File: src/rtl/cpu_pkg.sv
// Shared CPU definitions: mode encodings, memory width defaults and loader states.
// Used by the mode controller, the memory loader and the CPU control unit.
package cpu_pkg;

   localparam int AW_DEF = 16;
   localparam int DW_DEF = 8;

   typedef enum logic [1:0] {
      MODE_IDLE  = 2'b00,
      MODE_IN    = 2'b01,
      MODE_CHECK = 2'b10,
      MODE_RUN   = 2'b11
   } mode_e;

   typedef enum logic {
      L_IDLE = 1'b0,
      L_WR   = 1'b1
   } ld_state_e;

endpackage

File: src/rtl/mem_loader.sv
// Byte loader: accepts one byte in L_IDLE, writes it at load_addr during L_WR,
// then advances load_addr (wrapping at 2^AW).
module mem_loader
   import cpu_pkg::*;
#(
   parameter int AW = AW_DEF,
   parameter int DW = DW_DEF
) (
   input  logic          clk,
   input  logic          rst,
   input  logic          enable,
   input  logic          clr,
   input  logic          in_valid,
   input  logic [DW-1:0] in_data,
   output logic          in_ready,
   output logic          busy,
   output logic [AW-1:0] ld_addr,
   output logic [DW-1:0] ld_data,
   output logic          ld_write
);

   ld_state_e     state_r;
   ld_state_e     state_nx_s;
   logic [AW-1:0] addr_r;
   logic [DW-1:0] data_r;
   logic          accept_s;

   assign in_ready = enable && (state_r == L_IDLE);
   assign accept_s = in_valid && in_ready;
   assign busy     = (state_r == L_WR);
   assign ld_write = (state_r == L_WR);
   assign ld_addr  = addr_r;
   assign ld_data  = data_r;

   // loader state register
   always_ff @(posedge clk or posedge rst) begin
      if (rst) begin
         state_r <= L_IDLE;
      end else begin
         state_r <= state_nx_s;
      end
   end

   // loader next state: a write always lasts exactly one cycle
   always_comb begin
      state_nx_s = state_r;
      case (state_r)
         L_IDLE: begin
            if (accept_s) begin
               state_nx_s = L_WR;
            end else begin
               state_nx_s = L_IDLE;
            end
         end
         L_WR:    state_nx_s = L_IDLE;
         default: state_nx_s = L_IDLE;
      endcase
   end

   // load address: cleared on entry to IN, advanced after each write
   always_ff @(posedge clk or posedge rst) begin
      if (rst) begin
         addr_r <= {AW{1'b0}};
      end else if (clr) begin
         addr_r <= {AW{1'b0}};
      end else if (state_r == L_WR) begin
         addr_r <= addr_r + {{(AW-1){1'b0}}, 1'b1};
      end else begin
         addr_r <= addr_r;
      end
   end

   // byte latched on the accepting handshake
   always_ff @(posedge clk or posedge rst) begin
      if (rst) begin
         data_r <= {DW{1'b0}};
      end else if (accept_s) begin
         data_r <= in_data;
      end else begin
         data_r <= data_r;
      end
   end

endmodule

File: src/rtl/cpu_mode_ctrl.sv
// CPU mode controller: IDLE/IN/CHECK/RUN mode FSM with deferred switching,
// memory check scanner and the shared memory port multiplexer.
module cpu_mode_ctrl
   import cpu_pkg::*;
#(
   parameter int AW = AW_DEF,
   parameter int DW = DW_DEF
) (
   input  logic          clk,
   input  logic          rst,
   input  logic [1:0]    mode_sel,
   input  logic          mode_go,
   input  logic          in_valid,
   input  logic [DW-1:0] in_data,
   output logic          in_ready,
   input  logic          chk_next,
   output logic [AW-1:0] chk_addr,
   output logic [DW-1:0] chk_data,
   input  logic [AW-1:0] cpu_addr,
   input  logic [DW-1:0] cpu_dout,
   input  logic          cpu_read,
   input  logic          cpu_write,
   input  logic          cpu_iend,
   output logic [AW-1:0] mem_addr,
   output logic [DW-1:0] mem_din,
   output logic          mem_read,
   output logic          mem_write,
   input  logic [DW-1:0] mem_dout,
   output logic [1:0]    cpustate
);

   mode_e         mode_r, mode_nx_s;
   mode_e         tgt_r, tgt_nx_s;
   logic          pend_r, pend_nx_s;
   mode_e         sel_s, target_s;
   logic          req_s, want_s, can_s;
   logic          enter_in_s, enter_chk_s;
   logic          ld_enable_s, ld_busy_s, ld_write_s;
   logic [AW-1:0] ld_addr_s;
   logic [DW-1:0] ld_data_s;
   logic [AW-1:0] chk_addr_r;
   logic [DW-1:0] chk_data_r;

   assign sel_s       = mode_e'(mode_sel);
   assign cpustate    = mode_r;
   assign chk_addr    = chk_addr_r;
   assign chk_data    = chk_data_r;
   // a switch requested this very cycle must also block a new loader handshake
   assign ld_enable_s = (mode_r == MODE_IN) && !pend_r && !req_s;

   mem_loader #(.AW(AW), .DW(DW)) u_loader (
      .clk      (clk),
      .rst      (rst),
      .enable   (ld_enable_s),
      .clr      (enter_in_s),
      .in_valid (in_valid),
      .in_data  (in_data),
      .in_ready (in_ready),
      .busy     (ld_busy_s),
      .ld_addr  (ld_addr_s),
      .ld_data  (ld_data_s),
      .ld_write (ld_write_s)
   );

   // mode, pending flag and pending target registers
   always_ff @(posedge clk or posedge rst) begin
      if (rst) begin
         mode_r <= MODE_IDLE;
         tgt_r  <= MODE_IDLE;
         pend_r <= 1'b0;
      end else begin
         mode_r <= mode_nx_s;
         tgt_r  <= tgt_nx_s;
         pend_r <= pend_nx_s;
      end
   end

   // mode next state: a fresh request overrides any pending target
   always_comb begin
      mode_nx_s   = mode_r;
      tgt_nx_s    = tgt_r;
      pend_nx_s   = pend_r;
      enter_in_s  = 1'b0;
      enter_chk_s = 1'b0;
      req_s       = mode_go && (sel_s != mode_r);
      want_s      = req_s || pend_r;
      target_s    = req_s ? sel_s : tgt_r;
      case (mode_r)
         MODE_IDLE:  can_s = 1'b1;
         MODE_CHECK: can_s = 1'b1;
         MODE_IN:    can_s = !ld_busy_s;
         MODE_RUN:   can_s = cpu_iend;
         default:    can_s = 1'b0;
      endcase
      if (want_s && can_s) begin
         mode_nx_s   = target_s;
         pend_nx_s   = 1'b0;
         enter_in_s  = (target_s == MODE_IN);
         enter_chk_s = (target_s == MODE_CHECK);
      end else if (want_s) begin
         pend_nx_s = 1'b1;
         tgt_nx_s  = target_s;
      end else begin
         pend_nx_s = pend_r;
      end
   end

   // check address: cleared on entry to CHECK, stepped by chk_next only in CHECK
   always_ff @(posedge clk or posedge rst) begin
      if (rst) begin
         chk_addr_r <= {AW{1'b0}};
      end else if (enter_chk_s) begin
         chk_addr_r <= {AW{1'b0}};
      end else if ((mode_r == MODE_CHECK) && chk_next) begin
         chk_addr_r <= chk_addr_r + {{(AW-1){1'b0}}, 1'b1};
      end else begin
         chk_addr_r <= chk_addr_r;
      end
   end

   // check data follows the addressed byte one cycle late
   always_ff @(posedge clk or posedge rst) begin
      if (rst) begin
         chk_data_r <= {DW{1'b0}};
      end else if (mode_r == MODE_CHECK) begin
         chk_data_r <= mem_dout;
      end else begin
         chk_data_r <= chk_data_r;
      end
   end

   // shared memory port mux; the strobes are mutually exclusive per mode
   always_comb begin
      mem_addr  = {AW{1'b0}};
      mem_din   = {DW{1'b0}};
      mem_read  = 1'b0;
      mem_write = 1'b0;
      case (mode_r)
         MODE_IDLE: begin
            mem_read  = 1'b0;
            mem_write = 1'b0;
         end
         MODE_IN: begin
            mem_addr  = ld_addr_s;
            mem_din   = ld_data_s;
            mem_write = ld_write_s;
         end
         MODE_CHECK: begin
            mem_addr = chk_addr_r;
            mem_read = 1'b1;
         end
         MODE_RUN: begin
            mem_addr  = cpu_addr;
            mem_din   = cpu_dout;
            mem_read  = cpu_read && !cpu_write;
            mem_write = cpu_write;
         end
         default: begin
            mem_read  = 1'b0;
            mem_write = 1'b0;
         end
      endcase
   end

endmodule

File: config.mk
export PLATFORM = sky130hd
export DESIGN_NAME = cpu_mode_ctrl
export DESIGN_NICKNAME = d
export VERILOG_FILES = /design/src/rtl/cpu_pkg.sv /design/src/rtl/mem_loader.sv /design/src/rtl/cpu_mode_ctrl.sv
export SDC_FILE = /design/constraint.sdc
export NUM_CORES = 1
export LEC_CHECK = 0
export BUFFER_PORTS_ARGS = -buffer_cell sky130_fd_sc_hd__buf_2
export CELL_PAD_IN_SITES_DETAIL_PLACEMENT = 1
export CELL_PAD_IN_SITES_GLOBAL_PLACEMENT = 1
export CORE_ASPECT_RATIO = 1.25
export CORE_MARGIN = 4
export CORE_UTILIZATION = 39
export CTS_CLUSTER_DIAMETER = 100
export CTS_CLUSTER_SIZE = 8
export DETAILED_ROUTE_END_ITERATION = 8
export PLACE_DENSITY = 0.81
export SLEW_MARGIN = 25
export SYNTH_ARGS = -nofsm -noshare
export SYNTH_HDL_FRONTEND = slang
export SYNTH_SLANG_ARGS = --single-unit
File: constraint.sdc
create_clock -name clk -period 1.89 [get_ports clk]
set_input_delay 0.2835 -clock clk [delete_from_list [all_inputs] [get_ports clk]]
set_output_delay 0.2835 -clock clk [all_outputs]
set_load 0.02 [all_outputs]
# Yosys cells after proc, flatten, opt, wreduce, memory -nomap -nowiden
# Index checks and enable logic that the tools add are counted.
[word_totals] ff_bits=54 input_bits=50
[classes] addsub=2 n_eq_ne=6 mux=16 n_bitwise=2 n_reduce_logical=19
[ops] cell="two-way mux 16 bit" count=4
[ops] cell="one-hot mux 16 bit (3 select lines)" count=1
[ops] cell="adder 16 x 1 -> 16 bit, second input constant" count=2
[ops] cell="one-hot mux 8 bit (2 select lines)" count=1
[ops] cell="logical AND 1 bit" count=8
[ops] cell="equality test 2 bit, second input constant" count=3
[ops] cell="one-hot mux 1 bit (2 select lines)" count=3
[ops] cell="nonzero test 2 bit" count=3
[ops] cell="two-way mux 1 bit" count=5
[ops] cell="equality test 2 x 1 -> 1 bit, second input constant" count=2
[ops] cell="zero test 1 bit" count=4
[ops] cell="one-hot mux 1 bit (3 select lines)" count=1
[ops] cell="zero test 2 bit" count=1
[ops] cell="two-way mux 2 bit" count=1
[ops] cell="inequality test 2 bit" count=1
[ops] cell="NOT 1 bit" count=2
[ops] cell="AND reduction 2 bit" count=1
[ops] cell="OR reduction 2 bit" count=1
[ops] cell="logical OR 1 bit" count=1

# Depth between registers and ports, before layout
# Gate-level depths: netlist of the first run.
[depth] word_depth=8 ltp_mapped=6 mapped_depth_nobuf=5

# Cells and area by module
# From an unflattened synthesis of the first run, not the netlist that was laid out.
[hier_totals] hier_cells=322 hier_area_um2=3219.3
[modules_own_cells] mod="cpu_mode_ctrl" instances=1 cells_per_inst=217 area_each_um2=2050.7 seq_area_each_um2=725.7
[modules_own_cells] mod="mem_loader" instances=1 cells_per_inst=105 area_each_um2=1168.6 seq_area_each_um2=625.6

# Least setup slack after synthesis of the first run
# No wires, ideal clock.
[synth_path] path_kind="register -> output" startpoint="register mode_r[1] (netlist: cpustate[1])" endpoint="output port mem_addr[11]" arrival_ps=1695 required_ps=1607 slack_ps=-88 stages_incl_launch_ff=5 path_buffers=2 path_cell_list="dfrtp_1 buf_2 buf_1 mux2_1 a22o_1"
[synth_via] elab_chain_cells=2 elab_cells_between_ends=4 classes_between="eq/ne: 3; mux: 1"
[synth_lines] item="start, declared" line="cpu_mode_ctrl.sv:32" source="mode_e mode_r, mode_nx_s;"
[synth_lines] item="start signal, assigned" line="cpu_mode_ctrl.sv:72" source="mode_r <= mode_nx_s;"
[synth_lines] item="equality test 2 bit / equality test 2 x 1 -> 1 bit (equally long branches)" line="cpu_mode_ctrl.sv:138" source="case (mode_r)"
[synth_lines] item="one-hot mux 16 bit (3 select lines) *" line="cpu_mode_ctrl.sv:138"
[synth_lines] item="end, declared" line="cpu_mode_ctrl.sv:24" source="output logic [AW-1:0] mem_addr,"
# Every way passes the cells marked *; elsewhere a longest branch is shown, timed or not.

# Final worst setup path of the first run
[layout_path] startpoint="register mode_r[1] (netlist: cpustate[1])" endpoint="register mode_r[1] (netlist: cpustate[1])"
[layout_via] elab_chain_cells=4 elab_cells_between_ends=11 classes_between="eq/ne: 4; mux: 2; reduce/logical: 5"
[layout_lines] item="equality test 2 bit, or another cell as far along" line="cpu_mode_ctrl.sv:88" source="case (mode_r)"
[layout_lines] item="OR reduction 2 bit (no line) / logical AND 1 bit (equally long branches)"
[layout_lines] item="one-hot mux 1 bit (3 select lines) / logical OR 1 bit (equally long branches)" line="cpu_mode_ctrl.sv:88, cpu_mode_ctrl.sv:86"
[layout_lines] item="logical AND 1 bit" line="cpu_mode_ctrl.sv:95" source="if (want_s && can_s) begin"
# Several ways; a longest one is shown, not always the timed one.
# A chain may end at the register's enable or synchronous reset.

==> qor.txt, run 1 <==
status: finished, violations left
failing checks: setup timing
Clock Tree Root: clkbuf_8
Final Hold Vio Count: 0
origin of the critical flop-to-flop path: cpustate[1]$_DFFE_PP0N_
drt total wl: 11,300 um
R2R depth: 7
P&R area growth vs syn: 37.5%
CTS buffer count: 5
clk_lat worst skew: 0.32 ns
setup TNS: -2.65 ns
Yosys reg bits: 54
Critical Path End Type: register
Worst Hold Class: in2async
syn nets: 362
number of synthesized flops with an enable pin: 0
pin slew with the least headroom to its limit: 0.409 ns
synth top area cells: dfrtp_1 (42%), mux2_1 (9.8%), a31oi_1 (4.5%)
Residual DRC: 0
synthesized area: 3210 sq um
Starting Density: 40.5%
largest area contributor in the netlist: dfrtp_1
vias per cell: 5.87
GRT Total Usage: 22.3%
largest fanout on the critical path: 4
Power Density: 1480 nW/um^2
Syn Inst Count: 310
Cell Area, Placed: 3950 sq um
I/O pin cnt: 103
Setup CP Type: reg2reg
unrepaired setup endpoints after global routing: true
top cell type's share of synthesized area: 42.1%
ys async rst share: 100%
core area: 7930 sq um
VDD IR-drop max: 0.000810 V
most common cell in the netlist: dfrtp_1
f_max: 505 MHz
crit share post-route: 105%
Die Span X: 89.2 um
Tmin final: 1.98 ns
MaxCap Viol Count: 0
# hold bufs at CTS: 0
Finished Cell Area: 4420 sq um
worst relative slew slack: 72.8%
I/O Buffers: 102
Worst EP required: 2.10 ns
drt first pass iters: 4
WL/cell: 21.4 um
Setup WS post-layout: -0.0919 ns
R2R Path End: cpustate[1]$_DFFE_PP0N_
Setup Skew: 0.00800 ns
final setup fails: 55
die span in y: 109 um
Mean Syn Cell Area: 10.4 sq um
register area share after synthesis: 42.1%
Critical Path Source Type: register
TritonCTS clock tree: yes
Post-DP HPWL: 7320 um
Total Nets Final: 484
r2r setup slk: -0.09 ns
vias post-DR: 3,100
Ys Warns: 0
ant diodes: 0
Critical Path End: cpustate[1]$_DFFE_PP0N_
post-route ant nets: 0
unique cell type count in the Yosys netlist: 40
ratio of cells with drive above 1 in the final layout: 43.4%
Leakage: 2.04 nW
Die ar.: 9760 sq um
H-tree levels: 2
initial antenna violation count: 0
Clock Pin Slew Worst Setup and Hold Paths: 0.10 ns
Hold WS: 0.00582 ns
Tot Pwr: 6.53 mW
largest net degree at the start of global routing: 55
crit path DAT: 2.19 ns
clock buffer depth: 2
fin. max-slew vios: 0
routability cong.: 0.758
row count: 36
clock sinks: 54
Starting DRT DRC Count: 209
most instantiated cells after synthesis: dfrtp_1 (54), mux2_1 (28), a31oi_1 (23)
CP Launch Point: cpustate[1]$_DFFE_PP0N_
final core occ: 55.7%
GR Overflow Total: 0
first-pass GRT wire length: 16,800 um
vias in the first global route: 3,266
ys flop type: dfrtp_1
layer usage:
metal | track usage (%) | up-vias | wire, um
met5 | 0 | - | 0
met4 | 5.96 | 0 | 267
met3 | 4.65 | 24 | 592
met2 | 40.8 | 98 | 6240
met1 | 26.0 | 1576 | 4220
li1 | - | 1402 | -
worst max-delay path, cell delays in order, from the launching register on:
cell and delay (ns):
dfrtp_2 0.45, buf_4 0.16, xor2_2 0.22, o21ai_2 0.11
buf_4 0.15, buf_4 0.14, a21boi_4 0.27, mux2_2 0.37
repair_timing:
action / CTS / global route
resized for setup: 39 / 22
gates cloned: 1 / 3
endpoints found under the setup margin: 18 / 35
buffers inserted: 5 / 10
pin swaps: 3 / 9
cell usage in the layout (no fill, tap or decap), types with 3 or more instances in the layout:
master and count:
mux2_1 21, dfrtp_2 5, o21ai_1 3, nor3_1 4, buf_4 30, mux2_4 6, inv_1 6, nand3_1 7
a22o_1 15, a31oi_1 23, buf_12 6, or3_1 10, mux2_2 5, a21oi_1 3, mux2i_1 10, buf_2 85
nor2_1 3, dfrtp_1 49, and4_1 3, clkbuf_8 6, nand4_1 8, xor2_1 10, a32oi_1 10, nor2b_1 5
nand2b_1 3, o21ai_0 13, xnor2_1 11, and2_1 3, nand2_1 14, buf_6 15, nor2b_2 6
worst min-delay path by stage:
stage,from,to,slack (ns)
after floorplan,mem_dout[4],chk_data[4]$_DFFE_PP0N_,0.42
after global placement,rst,chk_data[5]$_DFFE_PP0N_,0.36
after detailed placement,rst,chk_data[4]$_DFFE_PP0N_,0.36
after CTS,rst,chk_data[5]$_DFFE_PP0N_,0.02
after global routing,rst,chk_data[4]$_DFFE_PP0N_,0.03
final,rst,chk_data[4]$_DFFE_PP0N_,0.006
power by group:
group / total [mW] / switching (mW) / leakage (nW) / internal (mW)
Combinational: 3.89 / 2.08 / 1.29 / 1.81
Sequential: 1.94 / 0.390 / 0.695 / 1.55
Clock: 0.695 / 0.398 / 0.0482 / 0.297
Total: 6.53 / 2.87 / 2.04 / 3.66
per-stage QoR:
stage / setup slack, ns / cells
floorplan: 0.00878 / 310
global placement: 0.0785 / 502
detailed placement: 0.0226 / 502
CTS: -0.0771 / 516
global route: -0.205 / 528
finish: -0.0919 / 528
area by class of cell:
cell class                 count  area [sq um]
clock buffer                   7          86.3
clock inverter                 1          5.00
fill                         896          3510
inverter                       7          26.3
multi-input combinational    225          1820
sequential                    54          1360
tap                           95           119
timing repair buffer         139          1000
kinds of logic after synthesis:
kind of cell / count (synthesis) / synth area share [%]
AND/OR/NAND/NOR: 83 / 16.0
AO/OA/AOI/OAI: 76 / 16.6
buffers and inverters: 31 / 4.28
flip-flops: 54 / 42.1
multiplexers: 42 / 14.3
XOR/XNOR: 22 / 6.00
adder cells (fa/ha/maj): 2 / 0.779
flip-flops by register name, summed over array words and instances, names as in the netlist:
| name | count |
|---|---|
| u_loader.ld_data | 8 |
| cpustate | 2 |
| u_loader.busy | 1 |
| pend_r | 1 |
| u_loader.ld_addr | 16 |
| chk_data | 8 |
| chk_addr | 16 |
| tgt_r | 2 |
Note: power is estimated with default switching activity, not from simulation.
==> inputs of run 2 (changes only) <==
Settings changed: CORE_UTILIZATION 39 to 35, PLACE_DENSITY 0.81 to 0.77.
Clock period 1.89 ns to 1.8 ns, I/O delays scaled along.
==> qor.txt, run 2 (synthesis results as in run 1) <==
cell internal pwr: 5.14 mW (was 3.66 mW)
vias per cell: 5.93 (was 5.87)
R2R depth: 8 (was 7)
setup TNS: -11.64 ns (was -2.65 ns)
initial antenna violation count: 0 (unchanged)
post-route ant nets: 0 (unchanged)
I/O pin cnt: 103 (unchanged)
MaxCap Viol Count: 0 (unchanged)
clock share of power: 11.8% (was 10.6%)
ant diodes: 0 (unchanged)
Clock Pin Slew Worst Setup and Hold Paths: 0.11 ns (was 0.10 ns)
I/O Buffers: 102 (unchanged)
TritonCTS clock tree: yes (unchanged)
GR peak layer: met2 (unchanged)
core area: 8840 sq um (was 7930 sq um)
GR Overflow Total: 0 (unchanged)
Final Hold Vio Count: 0 (unchanged)
Setup Skew: 0.00977 ns (was 0.00800 ns)
crit share post-route: 117% (was 105%)
Sequential Power Share: 22.8% (was 29.7%)
commonest non-fill, non-tap cell in the layout: buf_2 (unchanged)
Leakage: 2.38 nW (was 2.04 nW)
CP max stage cell: dfrtp_2 (unchanged)
origin of the critical flop-to-flop path: cpustate[0]$_DFFE_PP0N_ (was cpustate[1]$_DFFE_PP0N_)
Logic pwr share: 65.4% (was 59.6%)
clock buffer depth: 2 (unchanged)
routability cong.: 0.810 (was 0.758)
Switch Pwr: 3.98 mW (was 2.87 mW)
Residual DRC: 0 (unchanged)
ratio of cells with drive above 1 in the final layout: 56.2% (was 43.4%)
largest fanout on the critical path: 8 (was 4)
drt first pass iters: 4 (unchanged)
r2r setup slk: -0.30 ns (was -0.09 ns)
Hold EP: chk_data[1]$_DFFE_PP0N_
crit-path max cell delay: 0.48 ns (was 0.45 ns)
clk_lat worst skew: 0.34 ns (was 0.32 ns)
Tmin final: 2.10 ns (was 1.98 ns)
fin. max-slew vios: 0 (unchanged)
most frequent cell on the critical path: buf_6 (was buf_4)
Starting DRT DRC Count: 193 (was 209)
failing checks: setup timing (unchanged)
Hold WS: 0.155 ns (was 0.00582 ns)
f_max: 476 MHz (was 505 MHz)
Tot Pwr: 9.12 mW (was 6.53 mW)
Clock Tree Root: clkbuf_8 (unchanged)
CTS buffer count: 5 (unchanged)
status: finished, violations left (unchanged)
vias in the first global route: 3,540 (was 3,266)
worst relative slew slack: 57.4% (was 72.8%)
WL/cell: 27.2 um (was 21.4 um)
cell family with most CP delay: buffers and inverters (was flip-flops)
most frequent cells in the layout: buf_2 (77), dfrtp_1 (50), buf_6 (43), buf_4 (35), mux2_4 (16) (was buf_2 (85), dfrtp_1 (49), buf_4 (30), a31oi_1 (23), mux2_1 (21))
H-tree levels: 2 (unchanged)
unrepaired setup endpoints after global routing: true (unchanged)
row count: 38 (was 36)
R2R Path End: chk_addr[6]$_DFFE_PP0P_ (was cpustate[1]$_DFFE_PP0N_)
CP Cell Sequence: xor2_2 -> o21ai_4 -> buf_6 -> buf_6 -> a21boi_4 -> buf_6 -> buf_16 -> a31oi_2 (was buf_4 -> xor2_2 -> o21ai_2 -> buf_4 -> buf_4 -> a21boi_4 -> mux2_2)
Total Nets Final: 519 (was 484)
largest net degree at the start of global routing: 55 (unchanged)
Critical Path Source Type: register (unchanged)
Starting Density: 36.3% (was 40.5%)
Final Non-Filler Cells: 588 (was 528)
P&R area growth vs syn: 69.7% (was 37.5%)
Die ar.: 10,800 sq um (was 9760 sq um)
Worst EP required: 2.01 ns (was 2.10 ns)
final setup fails: 69 (was 55)
Post-DP HPWL: 7370 um (was 7320 um)
Placed Cells: 540 (was 502)
die span in y: 115 um (was 109 um)
drt total wl: 16,000 um (was 11,300 um)
vias post-DR: 3,484 (was 3,100)
Hold Crit Start: mem_dout[1]
Setup WS post-layout: -0.301 ns (was -0.0919 ns)
grt met1 use: 27.5% (was 26.0%)
GRT Total Usage: 22.8% (was 22.3%)
Die Span X: 93.7 um (was 89.2 um)
met2 capacity usage during global routing: 42.3% (was 40.8%)
VDD IR-drop max: 0.000929 V (was 0.000810 V)
first-pass GRT wire length: 19,300 um (was 16,800 um)
Worst Path Buf+Inv: 4 (was 3)
pin slew with the least headroom to its limit: 0.640 ns (was 0.409 ns)
Hold Path Cell Cnt: 2
clock sinks: 54 (unchanged)
Setup CP Type: reg2reg (unchanged)
Power Density: 1670 nW/um^2 (was 1480 nW/um^2)
crit path DAT: 2.31 ns (was 2.19 ns)
Critical Path End Type: register (unchanged)
grt met3 use: 3.40% (was 4.65%)
Net Sw Frac: 43.7% (was 43.9%)
Worst Hold Class: in2reg (was in2async)
run 2: area by class of cell:
type                            instances  area (sq um)
Sequential cell                        54          1360
Clock buffer                            6          82.6
Fill cell                             949          3390
Inverter                                7          26.3
Timing Repair Buffer                  173          1530
Multi-Input combinational cell        226          2250
Clock inverter                          2          60.1
Tap cell                              120           150
run 2: worst reg2reg max path: cells and delay by family (launching register included):
kind	cells	cell delay, ns
DFF	1	0.48
AOI/OAI and AO/OA	3	0.57
buffers and inverters	4	0.59
xor gates and xnor gates	1	0.33
run 2: metrics by stage:
stage	worst slack, ns	area [sq um]	util [%]
after floorplan	-0.0237	3240	-
after global placement	0.0237	4080	46.2
after detailed placement	-0.0627	4080	46.2
after CTS	-0.175	4740	53.6
after global routing	-0.358	5450	61.6
final	-0.301	5450	61.6
run 2: how the worst max path moves through the flow:
stage                                        from                              end  slack [ns]  cells past startpoint
after global routing      cpustate[0]$_DFFE_PP0N_          chk_addr[6]$_DFFE_PP0P_       -0.36                      8
after floorplan           cpustate[0]$_DFFE_PP0N_                       mem_din[0]       -0.02                      4
after detailed placement  cpustate[1]$_DFFE_PP0N_         chk_addr[12]$_DFFE_PP0P_       -0.06                      5
after CTS                 cpustate[1]$_DFFE_PP0N_                      mem_addr[0]       -0.18                      5
final                     cpustate[0]$_DFFE_PP0N_          chk_addr[6]$_DFFE_PP0P_       -0.30                      8
after global placement    cpustate[0]$_DFFE_PP0N_  u_loader.ld_data[7]$_DFFE_PP0P_        0.02                      5
run 2: layer usage:
layer | routed length (um) | share of wire (%) | vias up
met5 | 0 | 0 | -
met2 | 8490 | 53 | 173
met1 | 5900 | 37 | 1781
met4 | 751 | 4.7 | 0
met3 | 841 | 5.3 | 60
li1 | - | - | 1470
run 2: power groups by stage:
stage | clock network (mW) | registers, mW | logic, mW
after floorplan | 0 | 2.09 | 2.05
after global placement | 0 | 1.97 | 3.28
after detailed placement | 0 | 2.00 | 3.38
after CTS | 1.03 | 1.99 | 4.45
after global routing | 1.12 | 2.12 | 6.20
final | 1.07 | 2.08 | 5.97
run 2: what timing repair did:
action	CTS	global route
gates cloned	7	4
setup buffers	10	21
gates resized for setup	76	100
pin swaps	7	21
setup endpoints to repair	51	70
hold buffers	1	0
hold endpoints to repair	11	0
==> inputs of run 3 (changes only) <==
Settings changed: BUFFER_PORTS_ARGS -buffer_cell sky130_fd_sc_hd__buf_2 to -buffer_cell sky130_fd_sc_hd__buf_4, CORE_MARGIN 4 to 2, CORE_UTILIZATION 35 to 39, PLACE_DENSITY 0.77 to 0.81.
Clock period 1.8 ns to 2.4 ns, I/O delays scaled along.
==> qor.txt, run 3 (synthesis results as in run 1) <==
core area: 8100 sq um (was 8840 sq um)
worst relative slew slack: 61.5% (was 57.4%)
TritonCTS clock tree: yes (unchanged)
fill count: 899 (was 949)
Final Hold Vio Count: 0 (unchanged)
Total Nets Final: 458 (was 519)
clock buffer depth: 2 (unchanged)
Starting Density: 39.7% (was 36.3%)
drt total wl: 9440 um (was 16,000 um)
Residual DRC: 0 (unchanged)
setup TNS: 0 ns (was -11.64 ns)
commonest non-fill, non-tap cell in the layout: buf_4 (was buf_2)
# hold bufs at CTS: 0 (was 1)
initial antenna violation count: 0 (unchanged)
P&R area growth vs syn: 31.1% (was 69.7%)
VDD IR-drop max: 0.000646 V (was 0.000929 V)
f_max: 448 MHz
ant diodes: 0 (unchanged)
routability cong.: 0.765 (was 0.810)
Worst Path Buf+Inv: 3 (was 4)
Leakage: 1.89 nW (was 2.38 nW)
vias per cell: 5.75 (was 5.93)
post-route ant nets: 0 (unchanged)
ratio of cells with drive above 1 in the final layout: 33.4% (was 56.2%)
Post-CTS Setup Bufs: 0 (was 10)
drt first pass iters: 4 (unchanged)
pin slew with the least headroom to its limit: 0.576 ns (was 0.640 ns)
CTS buffer count: 5 (unchanged)
most frequent cells in the layout: buf_4 (111), dfrtp_1 (54), mux2_1 (28), a31oi_1 (23), a22o_1 (15) (was buf_2 (77), dfrtp_1 (50), buf_6 (43), buf_4 (35), mux2_4 (16))
R2R depth: 6 (was 8)
CP max stage cell: dfrtp_1 (was dfrtp_2)
most frequent cell on the critical path: buf_4 (was buf_6)
vias post-DR: 2,898 (was 3,484)
status: complete, no violations (was finished, violations left)
largest fanout on the critical path: 19 (was 8)
I/O Buffers: 102 (unchanged)
vias in the first global route: 3,182 (was 3,540)
post-CTS resize count: 0 (was 76)
Setup WS post-layout: 0.167 ns (was -0.301 ns)
CP Cell Sequence: buf_4 -> nor2b_2 -> buf_12 -> a22o_1 -> buf_4 (was xor2_2 -> o21ai_4 -> buf_6 -> buf_6 -> a21boi_4 -> buf_6 -> buf_16 -> a31oi_2)
final setup fails: 0 (was 69)
GRT Total Usage: 21.6% (was 22.8%)
Post-DP HPWL: 7070 um (was 7370 um)
WL/cell: 18.7 um (was 27.2 um)
WP depth: 5 (was 8)
Clock Tree Root: clkbuf_8 (unchanged)
final core occ: 52.0% (was 61.6%)
Setup CP Type: reg2out (was reg2reg)
I/O pin cnt: 103 (unchanged)
crit path DAT: 1.87 ns (was 2.31 ns)
MaxCap Viol Count: 0 (unchanged)
crit-path max cell delay: 0.39 ns (was 0.48 ns)
Die Span X: 85.2 um (was 93.7 um)
die span in y: 105 um (was 115 um)
crit share post-route: 93.0%
Tmin final: 2.23 ns
Die ar.: 8990 sq um (was 10,800 sq um)
clk_lat worst skew: 0.32 ns (was 0.34 ns)
Worst EP required: 2.04 ns (was 2.01 ns)
GR Overflow Total: 0 (unchanged)
clock sinks: 54 (unchanged)
Worst Hold Class: in2async (was in2reg)
Starting DRT DRC Count: 159 (was 193)
Critical Path End Type: output pin (was register)
H-tree levels: 2 (unchanged)
dpl ws: 0.424 ns (was -0.0627 ns)
Power Density: 1100 nW/um^2 (was 1670 nW/um^2)
largest net degree at the start of global routing: 33 (was 55)
first-pass GRT wire length: 15,800 um (was 19,300 um)
Hold WS: 0.0963 ns (was 0.155 ns)
Clock Pin Slew Worst Setup and Hold Paths: 0.10 ns (was 0.11 ns)
Critical Path Source Type: register (unchanged)
unrepaired setup endpoints after global routing: false (was true)
fin. max-slew vios: 0 (unchanged)
Setup Skew: 0.0143 ns (was 0.00977 ns)
cell family with most CP delay: buffers and inverters (unchanged)
row count: 37 (was 38)
-- run 3: final cells by class --
type / instances / area, sq um / area share [%]
clock inverters: 3 / 40.0 / 0.951
repair buffers: 113 / 873 / 20.7
multi-input cells: 225 / 1730 / 41.1
flip-flops and latches: 54 / 1350 / 32.1
well taps: 97 / 121 / 2.88
clock buffers: 5 / 68.8 / 1.63
inverters: 7 / 26.3 / 0.624
-- run 3: path summary, 6_finish.rpt --
path / slack, ns / startpoint / endpoint
min in group clk: 0.25 / mem_dout[0] / chk_data[0]$_DFFE_PP0N_
setup reg to reg: 0.44 / cpustate[1]$_DFFE_PP0N_ / chk_addr[15]$_DFFE_PP0P_
max in group asynchronous: 1.75 / rst / chk_addr[9]$_DFFE_PP0P_
setup / recovery: 0.17 / cpustate[1]$_DFFE_PP0N_ / mem_addr[5]
hold / removal: 0.1 / rst / chk_data[5]$_DFFE_PP0N_
hold reg to reg: 0.50 / u_loader.ld_data[0]$_DFFE_PP0P_ / u_loader.ld_data[0]$_DFFE_PP0P_
-- run 3: power by group --
part           leakage, nW  switching (mW)  internal [mW]
combinational         1.13            1.37           1.09
clock               0.0579           0.326          0.308
sequential           0.702           0.316           1.21
total                 1.89            2.01           2.62
-- run 3: metrics by stage --
stage,power (mW),instance area (sq um),instances
6_report,4.63,4210,504
4_1_cts,4.65,4210,504
2_1_floorplan,3.06,3210,310
5_1_grt,4.91,4210,504
3_3_place_gp,3.93,4100,496
3_5_place_dp,4.02,4100,496
-- run 3: metal layers --
metal / track usage, % / up-vias / wire [um]
met5: 0 / - / 0
met4: 4.65 / 0 / 96
met3: 3.84 / 10 / 411
met2: 39.2 / 73 / 5060
met1: 26.5 / 1474 / 3880
li1: - / 1341 / -
